===== src/rtl/bsg_chip_reset_cord_sequencer.sv =====
// Per-client tag reset/cord join: holds every domain in reset for min_hold_p cycles, then releases
// clients one at a time in index order. Status outputs optional via BSG_CHIP_RESET_SEQ_STATUS_EN.
module bsg_chip_reset_cord_sequencer #(
  parameter int unsigned num_clients_p = 8,
  parameter int unsigned cord_width_p  = 7,
  parameter int unsigned min_hold_p    = 16,
  parameter int unsigned stagger_p     = 4
) (
  input  logic                                  clk_i,
  input  logic                                  reset_i,
  input  logic [num_clients_p-1:0]              new_i,
  input  logic [num_clients_p-1:0]              tag_reset_i,
  input  logic [num_clients_p*cord_width_p-1:0] tag_cord_i,
  output logic [num_clients_p-1:0]              reset_o,
  output logic                                  reset_any_o,
  output logic [num_clients_p*cord_width_p-1:0] cord_o
`ifdef BSG_CHIP_RESET_SEQ_STATUS_EN
  ,
  output logic [1:0]                            state_o,
  output logic [15:0]                           reset_count_o
`endif
);

  localparam int unsigned HoldW = $clog2(min_hold_p + 1);
  localparam int unsigned StagW = (stagger_p > 1) ? $clog2(stagger_p) : 1;
  localparam int unsigned IdxW  = (num_clients_p > 1) ? $clog2(num_clients_p) : 1;
  localparam int unsigned CordW = num_clients_p * cord_width_p;

  localparam logic [HoldW-1:0] HoldMax  = HoldW'(min_hold_p);
  localparam logic [StagW-1:0] StagLast = StagW'(stagger_p - 1);
  localparam logic [IdxW-1:0]  IdxLast  = IdxW'(num_clients_p - 1);

  typedef enum logic [1:0] {
    StHold    = 2'd0,
    StRelease = 2'd1,
    StRun     = 2'd2
  } state_e;

  state_e                   state_q, state_d;
  logic [HoldW-1:0]         hold_cnt_q, hold_cnt_d;
  logic [StagW-1:0]         stag_cnt_q, stag_cnt_d;
  logic [IdxW-1:0]          idx_q, idx_d;
  logic [num_clients_p-1:0] req_q, req_d;
  logic [num_clients_p-1:0] reset_q, reset_d;
  logic [CordW-1:0]         pend_cord_q, pend_cord_d;
  logic [CordW-1:0]         cord_q, cord_d;
  logic                     reset_trig;

  assign reset_trig = |(new_i & tag_reset_i);

  // Payload capture; every strobing client is latched in the same cycle.
  always_comb begin
    req_d       = req_q;
    pend_cord_d = pend_cord_q;
    for (int unsigned i = 0; i < num_clients_p; i++) begin
      if (new_i[i]) begin
        req_d[i]                                  = tag_reset_i[i];
        pend_cord_d[i*cord_width_p +: cord_width_p] = tag_cord_i[i*cord_width_p +: cord_width_p];
      end
    end
  end

  // A cord only moves while its domain is held in reset; a running domain keeps its cord.
  always_comb begin
    cord_d = cord_q;
    for (int unsigned i = 0; i < num_clients_p; i++) begin
      if (reset_q[i]) begin
        cord_d[i*cord_width_p +: cord_width_p] = pend_cord_q[i*cord_width_p +: cord_width_p];
      end
    end
  end

  always_ff @(posedge clk_i or posedge reset_i) begin
    if (reset_i) begin
      state_q     <= StHold;
      hold_cnt_q  <= '0;
      stag_cnt_q  <= '0;
      idx_q       <= '0;
      req_q       <= '1;
      reset_q     <= '1;
      pend_cord_q <= '0;
      cord_q      <= '0;
    end else begin
      state_q     <= state_d;
      hold_cnt_q  <= hold_cnt_d;
      stag_cnt_q  <= stag_cnt_d;
      idx_q       <= idx_d;
      req_q       <= req_d;
      reset_q     <= reset_d;
      pend_cord_q <= pend_cord_d;
      cord_q      <= cord_d;
    end
  end

  always_comb begin
    state_d    = state_q;
    hold_cnt_d = hold_cnt_q;
    stag_cnt_d = stag_cnt_q;
    idx_d      = idx_q;
    reset_d    = reset_q;
    unique case (state_q)
      StHold: begin
        reset_d    = '1;
        stag_cnt_d = '0;
        idx_d      = '0;
        if (reset_trig) begin
          hold_cnt_d = '0;
        end else if (hold_cnt_q != HoldMax) begin
          hold_cnt_d = hold_cnt_q + HoldW'(1);
        end
        if (!reset_trig && (hold_cnt_q == HoldMax) && (req_q == '0)) begin
          state_d = StRelease;
        end
      end
      StRelease: begin
        if (reset_trig) begin
          state_d    = StHold;
          reset_d    = '1;
          hold_cnt_d = '0;
          stag_cnt_d = '0;
          idx_d      = '0;
        end else if (stag_cnt_q == StagLast) begin
          reset_d[idx_q] = 1'b0;
          stag_cnt_d     = '0;
          if (idx_q == IdxLast) begin
            state_d = StRun;
          end else begin
            idx_d = idx_q + IdxW'(1);
          end
        end else begin
          stag_cnt_d = stag_cnt_q + StagW'(1);
        end
      end
      StRun: begin
        if (reset_trig) begin
          state_d    = StHold;
          reset_d    = '1;
          hold_cnt_d = '0;
          stag_cnt_d = '0;
          idx_d      = '0;
        end
      end
      default: begin
        state_d    = StHold;
        reset_d    = '1;
        hold_cnt_d = '0;
      end
    endcase
  end

`ifdef BSG_CHIP_RESET_SEQ_STATUS_EN
  logic [15:0] reset_count_q, reset_count_d;

  // Counts re-entries into hold from release or run, saturating.
  always_comb begin
    reset_count_d = reset_count_q;
    if ((state_q != StHold) && (state_d == StHold) && (reset_count_q != 16'hFFFF)) begin
      reset_count_d = reset_count_q + 16'd1;
    end
  end

  always_ff @(posedge clk_i or posedge reset_i) begin
    if (reset_i) begin
      reset_count_q <= '0;
    end else begin
      reset_count_q <= reset_count_d;
    end
  end
`endif

  always_comb begin
    reset_o     = reset_q;
    reset_any_o = |reset_q;
    cord_o      = cord_q;
`ifdef BSG_CHIP_RESET_SEQ_STATUS_EN
    state_o       = state_q;
    reset_count_o = reset_count_q;
`endif
  end

endmodule


===== config.mk =====
export PLATFORM = sky130hd
export DESIGN_NAME = bsg_chip_reset_cord_sequencer
export DESIGN_NICKNAME = d
export VERILOG_FILES = /design/src/rtl/bsg_chip_reset_cord_sequencer.sv
export SDC_FILE = /design/constraint.sdc
export NUM_CORES = 1
export LEC_CHECK = 0
export ABC_AREA = 1
export BUFFER_PORTS_ARGS = -buffer_cell sky130_fd_sc_hd__buf_2
export CORE_MARGIN = 2
export CORE_UTILIZATION = 55
export CTS_BUF_LIST = sky130_fd_sc_hd__clkbuf_8
export DETAILED_ROUTE_END_ITERATION = 8
export PLACE_DENSITY_LB_ADDON = 0.08
export SLEW_MARGIN = 40
export SYNTH_ARGS = -nofsm -noshare
export SYNTH_HDL_FRONTEND = slang
export SYNTH_SLANG_ARGS = --single-unit
export TNS_END_PERCENT = 10

===== constraint.sdc =====
create_clock -name clk_i -period 5.7 [get_ports clk_i]
set_input_delay 0.57 -clock clk_i [delete_from_list [all_inputs] [get_ports clk_i]]
set_output_delay 0.57 -clock clk_i [all_outputs]
set_load 0.01 [all_outputs]

==> results.yml <==
status:
  status: "complete, no violations"
worst_setup_path:
  endpoint: "reset_any_o"
  r2r_start: "state_q[1]$_DFFE_PP0P_"
  slowest_delay_ps: 730
  path_cells: "nor4_1 > nand2_1 > buf_2"
  cp.arrival_ps: 1530
  crit_buf_inv: 1
  path_max_fanout: 17
  worstPathRequired_ps: 5130
  ff2ff_path_depth: 7
  critPathTopFamily: "flip-flops"
  worst-setup-path-type: "register to output port"
  r2r_setup_slack_ps: 4110
  crit_path_start: "reset_o[4]$_DFFE_PP1P_"
  cp-end-kind: "output port"
  cp_num_cells: 3
  reg2reg_to: "hold_cnt_q[4]$_DFFE_PP0P_"
  critPathLaunchType: "register"
  cp_slowest_cell: "dfstp_2"
power:
  power_density_mw_per_mm2: 321.9
  power.leakage_nw: 3.498
  irDropWorstVdd_mv: 0.1831
timing:
  fmax_mhz: 477.2
  finalMaxSlewViolations: 0
  worstMarginPinSlew_ps: 619.6
  slew_headroom_pct: 58.69
  tns_ps: 0
  period_minus_slack_ps: 2096
  fin_hold_ws_ps: 213.3
  fin_skew_ps: 10.85
  rsz0062_at_grt: "false"
  finalHoldViolCount: 0
  setup_viol: 0
  post-route-period-util_pct: 36.77
floorplan:
  die_w_um: 104.9
  initial_utilization_pct: 57.01
  io_pins: 139
  die-area_mm2: 0.01100
  die_height_um: 104.9
  core_mm2: 0.009819
  rows: 36
synthesis:
  syn_avg_cell_area_um2: 9.253
  synth.largest_area_cell: "dfrtp_1"
  synthFlopType: "dfrtp_1"
  synth_edf_count: 0
  syn_area_mm2: 0.005598
  ys_top_cells_by_area: "dfrtp_1, dfstp_2, o21ai_0"
  yosysWarnings: 0
  async_flop_share_pct: 100.0
  synthCells: 605
  ys_ff_latch: 140
  ys_seq_area_share_pct: 62.94
  yosysMostFrequentCell: "dfrtp_1"
  syn-num-nets: 688
  synth_cell_types: 22
  synth_top_cells_by_count: "dfrtp_1, nand2_1, inv_1, o21ai_0, nor2_1"
  synth_top_area_share_pct: 55.43
clock_network:
  cts_setup_buffers: 0
  clock_sinks: 140
  ctsHoldBuffers: 0
  cts_tree: "yes"
  clock_insertion_delay_worst_skew_ps: 430
  root_buffer: "clkbuf_8"
  clk_pin_slew_ps: 70
  cts.path.max_buffers: 2
  cts.repair.resized: 0
  cts_buffers: 17
  htree_levels: 4
layout:
  layout.nets: 823
  drive_gt1_share_pct: 26.03
  syn_to_final_growth_pct: 22.24
  fin_cells: 886
  diodes: 0
flow_run:
  cap_violations: 0
global_routing:
  grt_usage_pct: 22.41
  grt_max_degree: 92
  use_met3_pct: 6.613
  grt-ovfl-total: 0
  grt_antenna_before_repair: 0
  grt_pass1_vias: 4117
  use_met2_pct: 35.16
  grt_util_met1_pct: 30.78
  busiest_layer: "met2"
  grt_pass1_wl_um: 19440
placement:
  dp_hpwl_um: 8070
  place_inst: 854
  gp_congestion: 0.8820
  portBuffers: 138
route:
  first_iter_violations: 238
  dr.pass1.iters: 5
  vias_per_cell: 5.002
  drc_errors: 0
  drtAntennaViolNets: 0
  wire_per_inst_um: 13.27
  vias: 4432
  wl_um: 11750
hold_path:
  min_path_type: "input pin to asynchronous set/reset pin"
-- report_power, final --
part,internal [W],switching (W),leakage [nW],total (W)
sequential,0.00107,0.0000324,1.70,0.00111
clock,0.000541,0.000362,0.238,0.000903
combinational,0.0000759,0.000118,1.56,0.000194
total,0.00169,0.000512,3.50,0.00220
-- cell usage in the layout, fill, tap and decap left out, types with 5 or more instances in the layout --
master     Yosys  routed
nor2_1        65      65
ha_1           9       9
inv_1         83      84
clkbuf_8       0      19
dfstp_2       16      16
nand2_1      110     110
o21ai_0       83      83
buf_2          0     138
a21oi_1       53      53
dfrtp_1      124     124
bufinv_16      0       5
nand3_1       15      15
-- worst min-delay path by stage --
stage	startpoint	to
2_1_floorplan	req_q[0]$_DFFE_PP1P_	req_q[0]$_DFFE_PP1P_
3_3_place_gp	req_q[6]$_DFFE_PP1P_	req_q[6]$_DFFE_PP1P_
3_5_place_dp	req_q[3]$_DFFE_PP1P_	req_q[3]$_DFFE_PP1P_
4_1_cts	reset_i	cord_o[33]$_DFFE_PP0P_
5_1_grt	reset_i	cord_o[28]$_DFFE_PP0P_
6_report	reset_i	cord_o[28]$_DFFE_PP0P_
-- worst reg2reg max path, stage by stage, from the launching register on --
cell,delay [ps]
dfrtp_1,430
inv_1,100
ha_1,270
inv_1,100
o21ai_0,210
nand2_2,150
a21oi_1,160
nor2_1,60
-- state kept, by name (all words and copies together) (netlist names) --
| name | cells |
|---|---|
| reset_o | 8 |
| pend_cord_q | 56 |
| hold_cnt_q | 5 |
| stag_cnt_q | 2 |
| state_q | 2 |
| cord_o | 56 |
| req_q | 8 |
| idx_q | 3 |
-- cell type report --
class	instances	area, um2
repair buffers	139	698.2
clock buffers	19	261.5
inverters	86	330.3
multi-input cells	356	1665
clock inverters	13	197.7
fillers	820	2977
flip-flops and latches	140	3523
well taps	133	166.4
-- through the flow --
stage | power [W] | area, um2 | setup WS (ps) | util [%]
after CTS | 0.002229 | 6840 | 3584 | 69.66
after floorplan | 0.001225 | 5598 | 1404 | -
after global placement | 0.001312 | 6381 | 3790 | 64.98
final | 0.002203 | 6843 | 3604 | 69.69
after detailed placement | 0.001320 | 6381 | 3763 | 64.98
after global routing | 0.002303 | 6843 | 3499 | 69.69
-- logic make-up after synthesis --
family                     share of synthesized area [%]
AOI/OAI and AO/OA                                  12.70
xor gates and xnor gates                          0.1565
adders and majority gates                          2.012
buffers and inverters                              7.309
DFF                                                62.94
and+or+nand+nor                                    14.89
-- layer usage --
layer	share of wire [%]	vias up	wire length, um
li1	-	2182	-
met1	45	2133	5294
met2	49	106	5748
met3	5.1	11	598
met4	0.96	0	113
met5	0	-	0
(Power assumes the default switching activity.)
